===== src/rtl/imm_encode_loader_pkg.sv =====
// +--------------------------------------------------------------------------+
// | imm_encode_loader_pkg: opcodes, in_fmt codes and loader FSM encoding       |
// | Rev 1.0                                                                  |
// +--------------------------------------------------------------------------+
`default_nettype none

package imm_encode_loader_pkg;

  localparam logic [6:0] OP_I    = 7'b0010011;
  localparam logic [6:0] OP_I_LD = 7'b0000011;
  localparam logic [6:0] OP_S    = 7'b0100011;
  localparam logic [6:0] OP_SB   = 7'b1100011;
  localparam logic [6:0] OP_J    = 7'b1101111;

  localparam logic [2:0] FMT_I    = 3'd0;
  localparam logic [2:0] FMT_I_LD = 3'd1;
  localparam logic [2:0] FMT_S    = 3'd2;
  localparam logic [2:0] FMT_SB   = 3'd3;
  localparam logic [2:0] FMT_J    = 3'd4;

  typedef enum logic [1:0] {
    S_IDLE = 2'd0,
    S_LOAD = 2'd1,
    S_FIN  = 2'd2
  } state_t;

endpackage

`default_nettype wire


===== src/rtl/imm_encode_loader_imm_pack.sv =====
// +--------------------------------------------------------------------------+
// | imm_pack: range-checks an immediate and packs it into an RV32I word.      |
// | Optional J format enabled by macro IMMENC_JAL_EN.   Rev 1.0              |
// +--------------------------------------------------------------------------+
`default_nettype none

module imm_pack
  import imm_encode_loader_pkg::*;
(
  input  logic [2:0]  fmt,
  input  logic [4:0]  rd,
  input  logic [4:0]  rs1,
  input  logic [4:0]  rs2,
  input  logic [2:0]  funct3,
  input  logic [31:0] imm,
  output logic        ok,
  output logic [31:0] word
);

  always_comb begin
    ok   = 1'b0;
    word = '0;
    case (fmt)
      FMT_I, FMT_I_LD: begin
        ok   = (imm[31:11] == {21{imm[11]}});
        word = {imm[11:0], rs1, funct3, rd, (fmt == FMT_I) ? OP_I : OP_I_LD};
      end
      FMT_S: begin
        ok   = (imm[31:11] == {21{imm[11]}});
        word = {imm[11:5], rs2, rs1, funct3, imm[4:0], OP_S};
      end
      FMT_SB: begin
        // Branch offsets are a sign-extended 13-bit even value
        ok   = (imm[31:12] == {20{imm[12]}}) && !imm[0];
        word = {imm[12], imm[10:5], rs2, rs1, funct3, imm[4:1], imm[11], OP_SB};
      end
`ifdef IMMENC_JAL_EN
      FMT_J: begin
        ok   = (imm[31:20] == {12{imm[20]}}) && !imm[0];
        word = {imm[20], imm[10:1], imm[11], imm[19:12], rd, OP_J};
      end
`endif
      default: begin
        ok   = 1'b0;
        word = '0;
      end
    endcase
  end

endmodule

`default_nettype wire


===== src/rtl/imm_encode_loader.sv =====
// +--------------------------------------------------------------------------+
// | imm_encode_loader: encodes field bundles and streams them into imem.      |
// | J format enabled by macro IMMENC_JAL_EN.   Rev 1.0                       |
// +--------------------------------------------------------------------------+
`default_nettype none

module imm_encode_loader
  import imm_encode_loader_pkg::*;
#(
  parameter int ADDR_W = 12,
  parameter int CNT_W  = 10
) (
  input  logic              clk,
  input  logic              rst,
  input  logic              start,
  input  logic [ADDR_W-1:0] base_addr,
  input  logic [CNT_W-1:0]  count,
  input  logic              in_valid,
  output logic              in_ready,
  input  logic [2:0]        in_fmt,
  input  logic [4:0]        in_rd,
  input  logic [4:0]        in_rs1,
  input  logic [4:0]        in_rs2,
  input  logic [2:0]        in_funct3,
  input  logic [31:0]       in_imm,
  output logic              imem_we,
  output logic [ADDR_W-1:0] imem_addr,
  output logic [31:0]       imem_wdata,
  output logic              busy,
  output logic              done,
  output logic              err,
  output logic [CNT_W-1:0]  err_cnt
);

  state_t             state, state_n;
  logic [CNT_W-1:0]   remaining;
  logic [ADDR_W-1:0]  next_addr;
  logic               accept;
  logic               pack_ok;
  logic [31:0]        pack_word;

  imm_pack u_pack (
    .fmt    (in_fmt),
    .rd     (in_rd),
    .rs1    (in_rs1),
    .rs2    (in_rs2),
    .funct3 (in_funct3),
    .imm    (in_imm),
    .ok     (pack_ok),
    .word   (pack_word)
  );

  assign accept = in_valid & in_ready;
  assign busy   = (state != S_IDLE);
  assign done   = (state == S_FIN);

  always_ff @(posedge clk) begin
    if (rst) state <= S_IDLE;
    else     state <= state_n;
  end

  always_comb begin
    state_n  = state;
    in_ready = 1'b0;
    case (state)
      S_IDLE: if (start) state_n = (count == '0) ? S_FIN : S_LOAD;
      S_LOAD: begin
        in_ready = (remaining != '0);
        if (accept && remaining == CNT_W'(1)) state_n = S_FIN;
      end
      S_FIN:   state_n = S_IDLE;
      default: state_n = S_IDLE;
    endcase
  end

  always_ff @(posedge clk) begin
    if (rst) begin
      remaining  <= '0;
      next_addr  <= '0;
      imem_we    <= 1'b0;
      imem_addr  <= '0;
      imem_wdata <= '0;
      err        <= 1'b0;
      err_cnt    <= '0;
    end else begin
      imem_we <= 1'b0;
      if (state == S_IDLE && start) begin
        remaining <= count;
        next_addr <= base_addr;
        err       <= 1'b0;
        err_cnt   <= '0;
      end
      if (accept) begin
        remaining <= remaining - CNT_W'(1);
        // Rejected bundles leave the write address untouched
        if (pack_ok) begin
          imem_we    <= 1'b1;
          imem_addr  <= next_addr;
          imem_wdata <= pack_word;
          next_addr  <= next_addr + ADDR_W'(4);
        end else begin
          err <= 1'b1;
          if (err_cnt != '1) err_cnt <= err_cnt + CNT_W'(1);
        end
      end
    end
  end

endmodule

`default_nettype wire


===== config.mk =====
export PLATFORM = sky130hd
export DESIGN_NAME = imm_encode_loader
export DESIGN_NICKNAME = d
export VERILOG_FILES = /design/src/rtl/imm_encode_loader_pkg.sv /design/src/rtl/imm_encode_loader_imm_pack.sv /design/src/rtl/imm_encode_loader.sv
export SDC_FILE = /design/constraint.sdc
export NUM_CORES = 1
export LEC_CHECK = 0
export ABC_AREA = 0
export CAP_MARGIN = 20
export CORE_MARGIN = 2
export CORE_UTILIZATION = 24
export CTS_BUF_LIST = sky130_fd_sc_hd__clkbuf_16
export CTS_CLUSTER_SIZE = 40
export DETAILED_ROUTE_END_ITERATION = 8
export HOLD_SLACK_MARGIN = 0.12
export PLACE_DENSITY = 0.56
export REMOVE_ABC_BUFFERS = 1
export SLEW_MARGIN = 20
export SYNTH_ARGS = -nofsm -noshare
export SYNTH_HDL_FRONTEND = slang
export SYNTH_SLANG_ARGS = --single-unit

===== constraint.sdc =====
create_clock -name clk -period 3.05 [get_ports clk]
set_clock_uncertainty 0.05 [all_clocks]
set_input_delay 0.4575 -clock clk [delete_from_list [all_inputs] [get_ports clk]]
set_output_delay 0.4575 -clock clk [all_outputs]
set_load 0.02 [all_outputs]

==> flow_summary.ini <==
[floorplanning]
row_count = 46
die_h_microns = 132
die_area_sq_um = 17400
coreArea_sq_um = 15900
boundaryPins = 138
floorplan.initialDensity_pct = 24.7
die_w_microns = 132

[cts]
cts_max_level = 3
clk_latency_ns = 0.33
clock_sinks = 77
cts.path.max_buffers = 2
cts_root_buffer = clkbuf_16
post_cts_buffers = 0
cts_buffers = 9
cts_resized = 0
cts_tree = done
cts_hold_buf = 0
clk_pin_slew_ns = 0.05

[route]
postRouteAntennaNets = 0
drc_errors = 0
vias = 4270
wl_microns = 12900
wire_per_inst_microns = 15.5
drt_iter0_drc = 343
dr.pass1.iters = 5
via_per_inst = 5.13

[finish]
final_area_sq_um = 5770
final_common_cell = clkdlybuf4s50_1
drive_gt1_share_pct = 5.68
mostFrequentLayoutCells = 134 x clkdlybuf4s50_1, 77 x dfxtp_1, 60 x a21oi_1
instances_no_fill = 832
areaGrowthSynthToFinish_pct = 46.6
final_core_utilization_pct = 36.2
antennaDiodeCount = 0
final_net_count = 695

[logic_synthesis]
synth_edf_count = 0
ys_top_cells_by_area = dfxtp_1 39%, a21oi_1 7.6%, nand3_1 6.0%, o21ai_0 5.2%, or4_1 3.4%
syn_area_sq_um = 3930
synthCells = 494
synth_seq_cells = 77
synth_top_area_share_pct = 39.2
synth_ff_type = dfxtp_1
ys_seq_area_share_pct = 39.2
postSynthAreaPerCell_sq_um = 7.96
async_flop_share_pct = 0
netlist-cell-type-count = 51
synth_top_area_cell = dfxtp_1
yosys_warnings = 0

[status]
run_status = complete, no violations

[power_and_ir_drop]
p_total_mw = 2.38
ir_worst_vdd_uv = 235
p_leak_nw = 1.85
power_density_nw_per_um2 = 413

[placed_design]
io_buffer_count = 135
hpwl_microns = 9090
gp_congestion = 0.809
post_dp_cell_area_sq_um = 5520
place_inst = 817

[sta]
finalSetupTns_ns = 0
fin_crit_ns = 2.78
finalSetupViolations = 0
rsz0062_at_grt = false
fmax_mhz = 360
min_period_over_period_pct = 91.2
hold_violations = 0
maxSlewHeadroom_pct = 45.8
tightest_slew_ns = 0.813
final_max_slew_viol_count = 0

[critical_path]
startpoint_type = input pin
crit_path_max_incr_delay_ns = 0.53
path_cells = clkdlybuf4s50_1 -> or4_4 -> nor4b_1 -> o221ai_1 -> o31a_2 -> buf_12 -> or4_1 -> a21oi_1
r2r_end = next_addr[10]
critPathKind = in -> reg
r2r_cells = 5
crit_family = simple AND/OR/NAND/NOR gates
crit_path_end = imem_wdata[11]
rrSetupSlack_ns = 0.55
r2r_start = remaining[2]
cp.depth = 8
critPathRequiredTime_ns = 3.25
cp_slowest_cell = or4_4
endpoint_kind = register
crit_buf_inv = 2
crit_path_start = in_imm[14]
cp.arrival_ns = 2.98
cp_max_fo = 49

[worst_hold_path]
hold_depth = 2
hp-class = reg -> reg

[grt]
antenna_found_initial = 0
grtUsageMet3_pct = 3.04
grt_use_total_pct = 14.2
grt_max_degree = 75
grt_pass1_wl_microns = 20400
gr-max-usage-layer = met2
grt.overflow.total = 0
grt_pass1_vias = 4047
met2_usage_pct = 24.3
met1_usage_pct = 17.4

[run]
drv_cap = 0
==> layout make-up <==
type	instances	area (sq um)
clock buffer	9	225
fill	1649	10200
clock inverter	6	23.8
inverter	12	45.0
sequential	77	1540
timing repair buffer	153	1510
tap	216	270
multi-input combinational	359	2150
==> metrics by stage <==
step                      hold slack [ns]  setup WS (ns)
after floorplan                     0.381          -1.53
after global placement              0.396         0.0405
after detailed placement            0.397        -0.0372
after CTS                           0.405          0.253
after global routing                0.421          0.167
final                               0.405          0.270
==> synthesized netlist by cell type, drive strengths merged (2+ instances only) <==
library cell,count
dfxtp,77
a21oi,60
nand3,47
o21ai,42
clkbuf,32
nand2,28
nor2,20
or4,20
nor3,16
a31oi,15
buf,15
o211ai,13
inv,12
mux2i,11
nand4,9
nor4,8
and3,6
o221ai,6
or3,6
a41oi,5
a32oi,4
ha,4
nand2b,4
nor2b,4
o311ai,4
a211oi,3
nand4b,3
a221oi,2
nor4b,2
o31a,2
o31ai,2
==> cells by family (layout without fill, tap and decap cells) <==
logic type / Yosys count / in the layout / synth area share [%]
DFF: 77 / 77 / 39.2
AOI/OAI and AO/OA: 165 / 165 / 25.5
muxes: 11 / 11 / 2.80
buffers and inverters: 59 / 180 / 6.74
other: 1 / 2 / 0.0954
adders and majority gates: 4 / 4 / 1.27
and+or+nand+nor: 177 / 177 / 24.4
==> worst reg2reg max path, delay by kind of cell (launching register included) <==
family | cells | cell delay, ns
flops | 1 | 0.38
buf+inv | 1 | 0.33
compound gates | 3 | 0.91
simple gates | 1 | 0.68
==> per-layer routing <==
metal  part of all wire (%)  vias up  routed length, microns
met3                    5.4       14                     703
met1                     44     2022                    5620
met4                    1.7        0                     218
li1                       -     2113                       -
met5                      0        -                       0
met2                     49      121                    6360
==> worst min path at each step <==
stage / to / start / slack [ns]
after floorplan: next_addr[0] / next_addr[0] / 0.38
after global placement: next_addr[1] / next_addr[1] / 0.40
after detailed placement: next_addr[1] / next_addr[1] / 0.40
after CTS: next_addr[1] / next_addr[1] / 0.40
after global routing: next_addr[1] / next_addr[1] / 0.42
final: next_addr[1] / next_addr[1] / 0.40
==> power breakdown <==
group          switching (mW)  internal [mW]
registers              0.0326           1.04
clock network           0.388          0.530
logic                   0.208          0.184
==> registers in the layout, summed over array words and instances (netlist names) <==
name,flops
err,1
imem_we,1
err_cnt,10
state,2
imem_wdata,29
next_addr,12
remaining,10
imem_addr,12
(Power assumes the default switching activity.)
